<file path="config.mk">
export PLATFORM = sky130hd
export DESIGN_NAME = ps2_host_tx
export DESIGN_NICKNAME = d
export VERILOG_FILES = /design/src/rtl/ps2_host_tx.sv
export SDC_FILE = /design/constraint.sdc
export NUM_CORES = 1
export LEC_CHECK = 0
export CORE_UTILIZATION = 63
export CTS_CLUSTER_DIAMETER = 120
export CTS_CLUSTER_SIZE = 24
export DETAILED_ROUTE_END_ITERATION = 16
export HOLD_SLACK_MARGIN = 0.06
export PLACE_DENSITY = 0.85
export SKIP_CTS_REPAIR_TIMING = 1
export SLEW_MARGIN = 20
export SYNTH_ARGS = -nofsm -noshare
export SYNTH_HDL_FRONTEND = slang
export SYNTH_SLANG_ARGS = --single-unit
</file>
<file path="constraint.sdc">
create_clock -name clk -period 5.3 [get_ports clk]
set_clock_uncertainty 0.05 [all_clocks]
set_input_delay 1.06 -clock clk [delete_from_list [all_inputs] [get_ports clk]]
set_output_delay 1.06 -clock clk [all_outputs]
set_load 0.005 [all_outputs]
</file>
<file path="src/rtl/ps2_host_tx.sv">
// Host-to-device PS/2 transmitter. Sends one command byte per accepted start:
// clock inhibit, request-to-send, then 11 device-clocked bits with odd parity and an ACK check.
// Ports: clk/rst; tx_byte_i/tx_start_i in; raw PS2_CLK_i/PS2_DAT_i in; open-drain pull-low
// enables PS2_CLK_oe_o/PS2_DAT_oe_o; status tx_busy_o, tx_done_o (pulse), tx_err_o (pulse).
module ps2_host_tx #(
    parameter int CLK_INHIBIT_CYCLES = 5000,
    parameter int DATA_SETUP_CYCLES  = 50,
    parameter int TIMEOUT_CYCLES     = 100000
) (
    input  logic       clk,
    input  logic       rst,
    input  logic [7:0] tx_byte_i,
    input  logic       tx_start_i,
    input  logic       PS2_CLK_i,
    input  logic       PS2_DAT_i,
    output logic       PS2_CLK_oe_o,
    output logic       PS2_DAT_oe_o,
    output logic       tx_busy_o,
    output logic       tx_done_o,
    output logic       tx_err_o
);

    // One shared counter times inhibit, data setup and the inter-edge timeout.
    localparam int CMAX_A = (CLK_INHIBIT_CYCLES > DATA_SETUP_CYCLES) ? CLK_INHIBIT_CYCLES : DATA_SETUP_CYCLES;
    localparam int CMAX   = (CMAX_A > TIMEOUT_CYCLES) ? CMAX_A : TIMEOUT_CYCLES;
    localparam int CW     = $clog2(CMAX + 1);

    typedef enum logic [2:0] {
        IDLE,
        INHIBIT,
        REQ,
        RELEASE,
        SEND,
        ACK,
        WAIT_IDLE
    } state_t;

    state_t          state, state_nxt;
    logic [CW-1:0]   cnt;
    logic [3:0]      edge_cnt;
    logic [9:0]      frame;
    logic            dat_drv;
    logic            done_q, err_q;

    logic            clk_meta, sync_clk, clk_prev;
    logic            dat_meta, sync_dat;
    logic            fall;

    logic            accept, cnt_clr, shift, done_nxt, err_nxt, tmo;

    // Synchronizers reset to the idle-high line level so reset never fakes a falling edge.
    always_ff @(posedge clk or posedge rst) begin
        if (rst) begin
            clk_meta <= 1'b1;
            sync_clk <= 1'b1;
            clk_prev <= 1'b1;
            dat_meta <= 1'b1;
            sync_dat <= 1'b1;
        end else begin
            clk_meta <= PS2_CLK_i;
            sync_clk <= clk_meta;
            clk_prev <= sync_clk;
            dat_meta <= PS2_DAT_i;
            sync_dat <= dat_meta;
        end
    end

    assign fall = clk_prev & ~sync_clk;
    assign tmo  = (cnt == CW'(TIMEOUT_CYCLES - 1));

    always_comb begin
        state_nxt = state;
        accept    = 1'b0;
        cnt_clr   = 1'b0;
        shift     = 1'b0;
        done_nxt  = 1'b0;
        err_nxt   = 1'b0;
        case (state)
            IDLE: begin
                if (tx_start_i) begin
                    accept    = 1'b1;
                    cnt_clr   = 1'b1;
                    state_nxt = INHIBIT;
                end
            end
            INHIBIT: begin
                if (cnt == CW'(CLK_INHIBIT_CYCLES - 1)) begin
                    cnt_clr   = 1'b1;
                    state_nxt = REQ;
                end
            end
            REQ: begin
                if (cnt == CW'(DATA_SETUP_CYCLES - 1)) begin
                    cnt_clr   = 1'b1;
                    state_nxt = RELEASE;
                end
            end
            RELEASE: begin
                if (fall) begin
                    shift     = 1'b1;
                    cnt_clr   = 1'b1;
                    state_nxt = SEND;
                end else if (tmo) begin
                    err_nxt   = 1'b1;
                    state_nxt = IDLE;
                end
            end
            SEND: begin
                // Falls 2..10 put out data bits 1..7, parity and finally the stop bit.
                if (fall) begin
                    shift   = 1'b1;
                    cnt_clr = 1'b1;
                    if (edge_cnt == 4'd9) state_nxt = ACK;
                end else if (tmo) begin
                    err_nxt   = 1'b1;
                    state_nxt = IDLE;
                end
            end
            ACK: begin
                if (fall) begin
                    cnt_clr = 1'b1;
                    if (sync_dat) begin
                        err_nxt   = 1'b1;
                        state_nxt = IDLE;
                    end else begin
                        state_nxt = WAIT_IDLE;
                    end
                end else if (tmo) begin
                    err_nxt   = 1'b1;
                    state_nxt = IDLE;
                end
            end
            WAIT_IDLE: begin
                if (sync_clk && sync_dat) begin
                    done_nxt  = 1'b1;
                    state_nxt = IDLE;
                end else if (fall) begin
                    cnt_clr = 1'b1;
                end else if (tmo) begin
                    err_nxt   = 1'b1;
                    state_nxt = IDLE;
                end
            end
            default: state_nxt = IDLE;
        endcase
    end

    always_ff @(posedge clk or posedge rst) begin
        if (rst) begin
            state    <= IDLE;
            cnt      <= '0;
            edge_cnt <= '0;
            frame    <= '1;
            dat_drv  <= 1'b0;
            done_q   <= 1'b0;
            err_q    <= 1'b0;
        end else begin
            state  <= state_nxt;
            done_q <= done_nxt;
            err_q  <= err_nxt;

            if (state == IDLE || cnt_clr) cnt <= '0;
            else                          cnt <= cnt + 1'b1;

            if (accept) begin
                frame    <= {1'b1, ~^tx_byte_i, tx_byte_i};
                edge_cnt <= '0;
            end else if (shift) begin
                // Open drain: a 0 bit is driven by pulling low, a 1 bit by releasing.
                dat_drv  <= ~frame[0];
                frame    <= {1'b1, frame[9:1]};
                edge_cnt <= edge_cnt + 1'b1;
            end
        end
    end

    // Enables decode straight from state so an async reset releases the bus at once.
    assign PS2_CLK_oe_o = (state == INHIBIT) || (state == REQ);
    assign PS2_DAT_oe_o = (state == REQ) || (state == RELEASE) || ((state == SEND) && dat_drv);
    assign tx_busy_o    = (state != IDLE);
    assign tx_done_o    = done_q;
    assign tx_err_o     = err_q;

endmodule
</file>
Word-level counts from Yosys, hierarchy flattened
Index checks and enable logic that the tools add are counted.
Storage, ports and cells
  input port bits: 13
  register bits after elaboration: 42
  output and inout bits: 5
  word-level logic and storage cells: 80
Operators by class
  add/subtract/negate cells: 2
  eq/ne operators: 15
  bitwise gates (word level): 4
  multiplexer cells: 33
  reductions and logical operators: 14
Operator list (count)
  3-bit two-way mux: 11
  3-bit one-hot mux with 7 select lines: 1
  10-bit two-way mux: 2
  17-bit by 1-bit adder with 17-bit output (second input constant): 1
  17-bit by 13-bit equality test with 1-bit output (second input constant): 1
  17-bit equality test (second input constant): 1
  17-bit by 6-bit equality test with 1-bit output (second input constant): 1
  17-bit two-way mux: 1
  1-bit two-way mux: 14
  3-bit equality test (second input constant): 3
  4-bit two-way mux: 2
  8-bit XNOR reduction: 1
  3-bit by 2-bit equality test with 1-bit output (second input constant): 2
  2-bit inequality test (second input constant): 3
  3-bit inequality test (second input constant): 2
  1-bit one-hot mux with 5 select lines: 1
  5-bit AND reduction: 1
  4-bit by 1-bit adder with 4-bit output (second input constant): 1
  4-bit equality test (second input constant): 1
  1-bit logical OR: 4
  3-bit by 1-bit equality test with 1-bit output (second input constant): 1
  3-bit logical NOT: 1
  1-bit NOT: 3
  1-bit one-hot mux with 3 select lines: 1
  other kinds (7): 8

Depth between registers and ports, before layout
Gate-level depths: netlist of the first run.
  depth in word-level cells: 7
  mapped depth: 6
  depth with buffers taken out: 6

Least setup slack after synthesis of the first run
OpenSTA, ideal clock, no wires.
  kind: reg2out
  from: register state[1]
  to: output port PS2_DAT_oe_o
  path slack: 3179 ps
  required time: 4190 ps
  stages on the path, launching flop included: 5
  arrival: 1011 ps
  path buffers: 2
  cell sequence: dfrtp_1 > buf_6 > clkbuf_1 > nand2b_1 > o2bb2ai_1
Between the ends
  cells in the longest elaborated chain, start to end: 3
  elaborated cells between the ends (all ways): 6
  those cells by class: eq/ne (3); reduce/logical (3)
RTL lines
  from (decl): line 38  | state_t state, state_nxt;
  from (signal assigned): line 158  | state <= state_nxt;
  3-bit by 2-bit equality test with 1-bit output / 3-bit equality test (equally long branches): line 179  | assign PS2_DAT_oe_o = (state == REQ) || (state == RELEASE) || ((state == SEND) && dat_drv);
  1-bit logical OR / 1-bit logical AND (equally long branches): line 179
  1-bit logical OR (*): line 179
  to (decl): line 17  | output logic PS2_DAT_oe_o,
Every way passes the cells marked *; elsewhere a longest branch is shown, timed or not.

Final worst setup path of the first run
  from: register state[1]
  to: output port PS2_CLK_oe_o
Between the ends
  cells in the longest elaborated chain, start to end: 2
  elaborated cells between the ends (all ways): 3
  those cells by class: eq/ne (2); reduce/logical (1)
RTL lines
  3-bit by 1-bit equality test with 1-bit output / 3-bit by 2-bit equality test with 1-bit output (equally long branches): line 178  | assign PS2_CLK_oe_o = (state == INHIBIT) || (state == REQ);
  1-bit logical OR (*): line 178
  to (decl): line 16  | output logic PS2_CLK_oe_o,
Marks and branches as above.

==> results of run 1 <==
cell usage in the layout, fill, tap and decap left out, drive strengths merged, types with 3 or more instances in the layout:
cell type      instances
dfrtp                 27
a21oi                 20
clkdlybuf4s50         17
xor2                  14
dfstp                 14
o21ai                 10
nor2                  10
a22o                   9
nand2                  9
a21o                   8
xnor2                  8
nand4                  7
nand3                  7
clkbuf                 6
and4                   6
inv                    5
ha                     4
nor4                   4
a211oi                 4
nor3                   4
or3                    4
nand2b                 3
and2                   3
or3b                   3
o211ai                 3
worst max-delay path by stage:
stage / from / endpoint / slack, ns / cells after the start
final: state[1] / PS2_CLK_oe_o / 2.12 / 3
after global routing: state[1] / PS2_CLK_oe_o / 2.03 / 3
after CTS: state[1] / PS2_CLK_oe_o / 2.14 / 3
after detailed placement: state[1] / PS2_CLK_oe_o / 2.47 / 3
after global placement: state[1] / PS2_CLK_oe_o / 2.50 / 3
after floorplan: state[1] / PS2_DAT_oe_o / 3.18 / 4
per-stage QoR:
step	area (µm²)	cells
2_1_floorplan	2490	229
3_3_place_gp	2590	281
3_5_place_dp	2590	281
4_1_cts	2720	289
5_1_grt	2720	289
6_report	2720	289
cell type report:
type                    count  area, µm²
clock buffers               6       93.8
clock inverters             2       35.0
fillers                   264        993
inverters                   5       18.8
multi-input cells         169       1290
flip-flops and latches     41       1040
well taps                  48       60.1
repair buffers             18        178
registers in the layout, summed over array words and instances (netlist names):
register,count
tx_err_o,1
cnt,17
sync_dat,1
frame,9
edge_cnt,4
tx_done_o,1
state,3
dat_drv,1
clk_prev,1
clk_meta,1
dat_meta,1
sync_clk,1
where the power goes:
part           total, µW  switching (µW)  leakage [µW]  internal [µW]
Combinational        430             229      0.000535            202
Sequential           499            95.0      0.000512            404
Clock                277             109     0.0000663            168
Total               1210             433       0.00111            773
cell families after synthesis:
| family | count (synthesis) | share of synthesized area, % |
|---|---|---|
| and+or+nand+nor | 75 | 20.7 |
| AOI/OAI and AO/OA | 68 | 21.5 |
| DFF | 41 | 42.0 |
| xor gates and xnor gates | 22 | 7.75 |
| buffers and inverters | 19 | 5.99 |
| adders and majority gates | 4 | 2.01 |
routing by layer:
metal | vias to the layer above | track usage, % | wire length [µm]
met5 | - | 0 | 0
met4 | 0 | 7.50 | 43
met3 | 5 | 6.69 | 201
met2 | 38 | 40.4 | 2350
met1 | 904 | 34.6 | 2190
li1 | 871 | - | -
==> qor.txt, run 1 <==
DR iter-0 viols: 141
run status: completed
Peak Freq: 315 MHz
I/O Buffers: 17
global-route wire length before repair: 8250 µm
max cap viols: 0
vias per inst: 6.29
number of synthesized flops with an enable pin: 0
type of origin of the critical path: register
number of standard cells after synthesis: 229
number of antenna violations at the first check in global routing: 0
via count of the first global-routing pass: 1733
overall routed net length: 4780 µm
crit path time final: 3.18 ns
buffers plus inverters on the worst setup path: 1
slew at the pin with the worst max-slew slack: 1.02 ns
cell area after synthesis: 2490 µm²
Peak supply drop: 332 µV
count of inserted antenna diode cells: 0
RSZ-0062 raised after global routing: false
Max transition margin: 32.1%
overall die area: 4200 µm²
hold slack final: 0.308 ns
setup TNS: 0 ns
buffers from clock root to sink, at most: 2
sort of element at the end of the critical path: output pin
final core utilization: 73.3%
layout cell share with drive strength beyond 1: 22.8%
clock latency on the worst-skew pair: 0.30 ns
placeable core region: 3720 µm²
part of the cycle the worst path needs: 60.0%
clock-pin slew of the registers on the worst-case setup and hold paths: 0.07 ns
residual overflow from global routing: 0
worst setup slack for register-to-register paths: 3.08 ns
Yosys warnings: 0
vertical die dimension: 64.8 µm
ANT nets after route: 0
number of hold violations in the final report: 0
Critical R2R Capture: frame[7]
Critical Path AT: 2.07 ns
overall power after layout: 1210 µW
Starting Density: 66.9%
Die X-Extent: 64.8 µm
largest stage delay on the critical path: 0.74 ns
Boundary Pins: 18
WS Path Type: register to output pin
vias: 1818
#FFs+latches synth: 41
endpoint required time on the critical path: 4.19 ns
top-area cell type share of the netlist area: 27.2%
power per unit of standard cell area: 443 nW/µm²
reported leakage power: 0.00111 µW
cell with the largest stage delay on the worst path: sky130_fd_sc_hd__dfrtp_1
critical path, cell by cell: or3b_1, nand2_1, clkdlybuf4s50_1
total iterations of the first detailed-routing run: 4
Synth Net Count: 246
Seq/Total Area, Yosys: 42.0%
distinct cell type count of the synthesized netlist: 65
FP Rows: 22
largest net degree at the start of global routing: 42
all-layer global routing usage: 25.6%
largest fanout of any net on the critical path: 24
Setup violations, final: 0
async set-reset flop share out of synthesis: 100%
half-perimeter wire length after detailed placement: 3210 µm
max-slew violations: 0
DRC: 0
synthesis-to-layout area growth: 9.51%
clock tree from TritonCTS: yes
Final Worst Setup Slack: 2.12 ns
routed length per instance: 16.5 µm
critical hold path startpoint: clk_meta
largest area contributor in the synthesized netlist: sky130_fd_sc_hd__dfrtp_1
H-tree depth reported by CTS: 2
most frequently used cell type in the post-synthesis netlist: sky130_fd_sc_hd__dfrtp_1
source of the worst register-to-register timing path: state[1]
synth top area cells: sky130_fd_sc_hd__dfrtp_1 (27%), sky130_fd_sc_hd__dfstp_2 (15%), sky130_fd_sc_hd__xor2_1 (4.9%), sky130_fd_sc_hd__a21oi_2 (3.5%), sky130_fd_sc_hd__a22o_1 (2.8%)
root buffer selected by CTS: sky130_fd_sc_hd__clkbuf_8
most frequent cells after synthesis: sky130_fd_sc_hd__dfrtp_1 (27), sky130_fd_sc_hd__dfstp_2 (14), sky130_fd_sc_hd__xor2_1 (14)
clock buffers created by TritonCTS: 5
worst hold path type: register to register
Min-Delay Path Depth: 0
clock sink count: 41
crit-path leading delay family: flip-flops
net total in the final layout: 257
Synth Flop Type: sky130_fd_sc_hd__dfrtp_1
gp weighted congestion: 0.779
syn avg cell area: 10.9 µm²
post-place setup slack: 2.47 ns
logic depth of the worst register-to-register path: 4
Endpoint, Worst Hold: sync_clk
(Power assumes the default switching activity.)
==> run 2: changes to the inputs <==
CORE_UTILIZATION = 58   (was 63)
PLACE_DENSITY = 0.79   (was 0.85)
clock period = 3 ns   (was 5.3 ns; I/O delays follow)
==> run 2 against run 1 <==
  * Clock power is 40% higher
  * Via count fell by 1.7%
  * Utilization is 6.4 points lower
  * Global-route usage shrank 3.4 points
  * Final area shrank 0.41%
  * Die area up 8.3%
  * Worst hold slack better by 0.0067 ns
  * Critical path depth stayed put
  * First-iteration DRC count rose by 42%
  * Wire length is 3.1% lower
  * Clock-buffer cell count down 1
  * Critical endpoint unchanged
==> qor.txt, run 2 (same netlist as run 1, synthesis figures left out) <==
run status: completed
layout cell share with drive strength beyond 1: 23.8% (+0.95 points)
global-route wire length before repair: 7450 µm (-9.8%)
Critical R2R Capture: frame[7]
vias: 1788 (-1.7%)
vertical die dimension: 67.5 µm (+4.1%)
ANT nets after route: 0 (unchanged)
H-tree depth reported by CTS: 2 (unchanged)
root buffer selected by CTS: sky130_fd_sc_hd__clkbuf_8
sort of element at the end of the critical path: output pin
placeable core region: 4060 µm² (+9.2%)
clock sink count: 41 (unchanged)
total iterations of the first detailed-routing run: 4 (unchanged)
clock buffers created by TritonCTS: 5 (unchanged)
crit-path leading delay family: flip-flops
reported leakage power: 0.00111 µW (-0.20%)
overall routed net length: 4630 µm (-3.1%)
type of origin of the critical path: register
register area: 1040 µm² (unchanged)
clock-pin slew of the registers on the worst-case setup and hold paths: 0.08 ns (about the same)
Regs by FF count: cnt (17), frame (9), edge_cnt (4)
WS Path Type: register to output pin
largest fanout of any net on the critical path: 20 (-17%)
overall die area: 4550 µm² (+8.3%)
worst hold path type: register to register
Non-Filler Instances: 294 (+1.7%)
Endpoint, Worst Hold: sync_clk
Setup violations, final: 0 (unchanged)
critical path, cell by cell: or3b_1, nand2_1, clkdlybuf4s50_1
crit path time final: 2.64 ns
critical hold path startpoint: clk_meta
RSZ-0062 raised after global routing: false
Boundary Pins: 18 (unchanged)
register with the most flip-flops: cnt
worst setup slack for register-to-register paths: 0.90 ns (-2.18 ns)
Die X-Extent: 67.5 µm (+4.1%)
number of hold violations in the final report: 0 (unchanged)
post-place setup slack: 0.698 ns (-1.78 ns)
Starting Density: 61.3% (-5.6 points)
gp weighted congestion: 0.815 (+4.6%)
FP Rows: 23 (+4.5%)
Min-Delay Path Depth: 0 (unchanged)
Final Worst Setup Slack: 0.364 ns (-1.76 ns)
I/O Buffers: 17 (unchanged)
part of the cycle the worst path needs: 87.9%
logic depth of the worst register-to-register path: 5 (+1)
buffers plus inverters on the worst setup path: 1 (unchanged)
power per unit of standard cell area: 754 nW/µm² (+70%)
number of flip-flops in the largest register: 17 (unchanged)
slew at the pin with the worst max-slew slack: 0.622 ns (-0.397 ns)
max-slew violations: 0 (unchanged)
vias per inst: 6.08 (-3.3%)
total area of multi-input combinational cells: 1290 µm² (unchanged)
via count of the first global-routing pass: 1576 (-9.1%)
overall power after layout: 2040 µW (+70%)
most used cells in the layout excluding fill and tap cells: sky130_fd_sc_hd__dfrtp_1 (27), sky130_fd_sc_hd__clkdlybuf4s50_1 (17), sky130_fd_sc_hd__xor2_1 (14), sky130_fd_sc_hd__dfstp_2 (14), sky130_fd_sc_hd__a21oi_2 (10)
Inst Count DP: 286 (+1.8%)
buffers from clock root to sink, at most: 2 (unchanged)
setup TNS: 0 ns (unchanged)
Peak supply drop: 525 µV (+58%)
DR iter-0 viols: 200 (+42%)
endpoint required time on the critical path: 2.35 ns (-1.84 ns)
largest net degree at the start of global routing: 42 (unchanged)
count of inserted antenna diode cells: 0 (unchanged)
routed length per instance: 15.7 µm (-4.8%)
Peak Freq: 379 MHz
source of the worst register-to-register timing path: state[1]
max cap viols: 0 (unchanged)
net total in the final layout: 260 (+1.2%)
commonest non-fill, non-tap cell in the layout: sky130_fd_sc_hd__dfrtp_1
cell with the largest stage delay on the worst path: sky130_fd_sc_hd__dfrtp_1
all-layer global routing usage: 22.2% (-3.4 points)
number of antenna violations at the first check in global routing: 0 (unchanged)
Max transition margin: 58.4% (+26 points)
residual overflow from global routing: 0 (unchanged)
clock tree from TritonCTS: yes
DRC: 0 (unchanged)
largest stage delay on the critical path: 0.67 ns (-0.07 ns)
half-perimeter wire length after detailed placement: 3120 µm (-2.8%)
final core utilization: 66.8% (-6.4 points)
Critical Path AT: 1.99 ns (-0.08 ns)
clock latency on the worst-skew pair: 0.31 ns (about the same)
synthesis-to-layout area growth: 9.06%
fill cell instance count of the final layout: 343 (+30%)
[run 2: changes by cell type in the layout (fill, tap and decap cells not counted)]
cell | previous run | this run
sky130_fd_sc_hd__inv_4 | 0 | 1
sky130_fd_sc_hd__inv_6 | 0 | 1
sky130_fd_sc_hd__clkbuf_16 | 1 | 0
sky130_fd_sc_hd__bufinv_16 | 1 | 0
sky130_fd_sc_hd__buf_4 | 1 | 4
sky130_fd_sc_hd__clkinv_2 | 1 | 0
sky130_fd_sc_hd__clkinv_4 | 0 | 1
[run 2: final cells by class]
class	instances	share of cell area (%)
tap	50	2.31
inverter	5	0.692
multi-input combinational	169	47.7
sequential	41	38.5
clock buffer	5	2.54
timing repair buffer	21	7.38
clock inverter	3	0.877
[run 2: how the worst max path moves through the flow]
stage          depth (start not counted)  startpoint      endpoint  slack (ns)
2_1_floorplan                          6      cnt[0]      state[0]        1.33
6_report                               3    state[0]  PS2_CLK_oe_o        0.36
5_1_grt                                3    state[2]  PS2_DAT_oe_o        0.27
4_1_cts                                3    state[0]  PS2_CLK_oe_o        0.37
3_3_place_gp                           3    state[2]  PS2_DAT_oe_o        0.73
3_5_place_dp                           3    state[0]  PS2_CLK_oe_o        0.70
[run 2: through the flow]
step	hold slack, ns	instance area, µm²
6_report	0.314	2710
2_1_floorplan	0.295	2490
4_1_cts	0.319	2710
5_1_grt	0.318	2710
3_5_place_dp	0.306	2620
3_3_place_gp	0.299	2620
[run 2: per-layer routing]
metal,global-route usage (%),routed length [µm]
met1,31.7,2270
met2,32.7,2060
met3,5.57,237
met4,6.91,59
met5,0,0
[run 2: report_power, final]
group | internal [µW] | switching [µW] | total [µW] | leakage, µW
clock network | 169 | 220 | 389 | 0.0000491
logic | 376 | 421 | 797 | 0.000550
registers | 713 | 147 | 859 | 0.000512
==> run 3: changes to the inputs <==
CORE_UTILIZATION = 53   (was 58)
PLACE_DENSITY = 0.76   (was 0.79)
clock period = 2.12 ns   (was 3 ns; I/O delays follow)
==> run 3 against run 2 <==
  * The flow now finishes with violations (DRC)
  * Final area is 4.2% higher
  * Non-clock buffer count rose by 12
  * Critical path depth grew 2
  * Flip-flop and latch count unchanged
==> qor.txt, run 3 (same netlist as run 1, synthesis figures left out) <==
run status: finished with violations
violations in the final reports: DRC
synthesis-to-layout area growth: 13.6%
largest fanout of any net on the critical path: 16 (-20%)
commonest non-fill, non-tap cell in the layout: sky130_fd_sc_hd__dfrtp_1
fill cell instance count of the final layout: 360 (+5.0%)
buffers from clock root to sink, at most: 2 (unchanged)
gp weighted congestion: 0.794 (-2.7%)
overall die area: 4970 µm² (+9.2%)
clock buffers created by TritonCTS: 5 (unchanged)
vias per inst: 5.95 (-2.1%)
half-perimeter wire length after detailed placement: 3230 µm (+3.5%)
Starting Density: 55.9% (-5.3 points)
vertical die dimension: 70.5 µm (+4.5%)
number of hold violations in the final report: 0 (unchanged)
fraction of power spent switching nets: 37.4% (-1.1 points)
total iterations of the first detailed-routing run: 10 (+6)
all-layer global routing usage: 21.5% (-0.76 points)
logic depth of the worst register-to-register path: 8 (+3)
FP Rows: 24 (+4.3%)
setup TNS: 0 ns (unchanged)
crit path time final: 2.10 ns
WS Path Type: register to output pin
clock latency on the worst-skew pair: 0.30 ns (about the same)
DRC: 2 (+2)
root buffer selected by CTS: sky130_fd_sc_hd__clkbuf_8
layout cell share with drive strength beyond 1: 28.1% (+4.4 points)
register with the most flip-flops: cnt
clock network fraction of total power: 17.7% (-1.3 points)
vias: 1833 (+2.5%)
overall routed net length: 4770 µm (+3.0%)
ANT nets after route: 0 (unchanged)
power per unit of standard cell area: 1080 nW/µm² (+43%)
final core utilization: 63.6% (-3.3 points)
clock sink count: 41 (unchanged)
slew at the pin with the worst max-slew slack: 0.490 ns (-0.132 ns)
sort of element at the end of the critical path: output pin
net total in the final layout: 272 (+4.6%)
worst hold path type: register to register
clock-pin slew of the registers on the worst-case setup and hold paths: 0.08 ns (about the same)
Regs by FF count: cnt (17), frame (9), edge_cnt (4)
Max transition margin: 67.3% (+8.9 points)
max-slew violations: 0 (unchanged)
count of inserted antenna diode cells: 0 (unchanged)
via count of the first global-routing pass: 1743 (+11%)
part of the cycle the worst path needs: 99.2%
Peak Freq: 475 MHz
reported leakage power: 0.00120 µW (+8.0%)
cell internal power dissipation: 1910 µW (+52%)
most used cells in the layout excluding fill and tap cells: sky130_fd_sc_hd__dfrtp_1 (27), sky130_fd_sc_hd__xor2_1 (14), sky130_fd_sc_hd__dfstp_2 (14), sky130_fd_sc_hd__clkdlybuf4s50_1 (14), sky130_fd_sc_hd__buf_4 (14)
clock tree from TritonCTS: yes
post-place setup slack: 0.228 ns (-0.469 ns)
Die X-Extent: 70.5 µm (+4.5%)
Psw: 1140 µW (+45%)
type of origin of the critical path: register
placeable core region: 4440 µm² (+9.5%)
Critical Path AT: 1.63 ns (-0.36 ns)
I/O Buffers: 17 (unchanged)
number of flip-flops in the largest register: 17 (unchanged)
Setup violations, final: 0 (unchanged)
Peak supply drop: 637 µV (+21%)
routed length per instance: 15.5 µm (-1.7%)
residual overflow from global routing: 0 (unchanged)
Min-Delay Path Depth: 0 (unchanged)
endpoint required time on the critical path: 1.65 ns (-0.70 ns)
combinational share of power: 44.9% (+5.9 points)
global-route wire length before repair: 8220 µm (+10%)
DR iter-0 viols: 74 (-63%)
number of antenna violations at the first check in global routing: 0 (unchanged)
proportion of power drawn by flip-flops and latches: 37.4% (-4.6 points)
Boundary Pins: 18 (unchanged)
max cap viols: 0 (unchanged)
H-tree depth reported by CTS: 2 (unchanged)
largest net degree at the start of global routing: 42 (unchanged)
Final Worst Setup Slack: 0.0168 ns (-0.347 ns)
[run 3: cell count changes in the layout (fill, tap and decap cells not counted), sizes merged]
| cell | before | now |
|---|---|---|
| clkbuf | 5 | 6 |
| clkdlybuf4s50 | 17 | 14 |
| buf | 4 | 16 |
| dlymetal6s2s | 0 | 2 |
[run 3: path summary, 6_finish.rpt]
kind / endpoint / startpoint / slack, ns
worst min register to register: sync_clk / clk_meta / 0.31
worst max register to register: frame[4] / state[0] / 0.11
max in group asynchronous: clk_prev / rst / 1.34
worst max-delay path: tx_busy_o / state[0] / 0.02
min in group asynchronous: cnt[0] / rst / 0.42
worst min-delay path: sync_clk / clk_meta / 0.31
[run 3: area by class of cell]
| type | instances | area [µm²] | share of cell area (%) |
|---|---|---|---|
| Clock inverter | 3 | 23.8 | 0.841 |
| Tap cell | 52 | 65.1 | 2.30 |
| Inverter | 5 | 18.8 | 0.664 |
| Timing Repair Buffer | 33 | 307 | 10.9 |
| Clock buffer | 5 | 68.8 | 2.44 |
| Sequential cell | 41 | 1040 | 36.9 |
| Multi-Input combinational cell | 169 | 1300 | 46.0 |
[run 3: power groups by stage]
stage	clock (µW)	combinational, µW	sequential (µW)
global placement	0	1260	1150
global route	585	1510	1160
finish	541	1370	1140
floorplan	0	1030	1130
CTS	561	1300	1140
detailed placement	0	1280	1160
[run 3: critical path, stage by stage (launching register included)]
cell                       delay (ns)
sky130_fd_sc_hd__dfrtp_1         0.42
sky130_fd_sc_hd__buf_4           0.15
sky130_fd_sc_hd__buf_4           0.12
sky130_fd_sc_hd__buf_6           0.14
sky130_fd_sc_hd__or3_4           0.37
sky130_fd_sc_hd__clkbuf_2        0.12
[run 3: layer usage]
layer / share of wire [%] / wire length, µm / global-route usage, %
met1: 48 / 2280 / 29.3
met2: 47 / 2230 / 32.9
met3: 4.2 / 200 / 6.20
met4: 1.3 / 60 / 6.58
met5: 0 / 0 / 0
[run 3: per-stage QoR]
stage / cells / hold WS (ns) / area, µm² / total power [µW]
floorplan: 229 / 0.295 / 2490 / 2160
global placement: 295 / 0.297 / 2690 / 2410
detailed placement: 295 / 0.298 / 2690 / 2440
CTS: 303 / 0.314 / 2780 / 3010
global route: 308 / 0.319 / 2830 / 3260
finish: 308 / 0.313 / 2830 / 3060
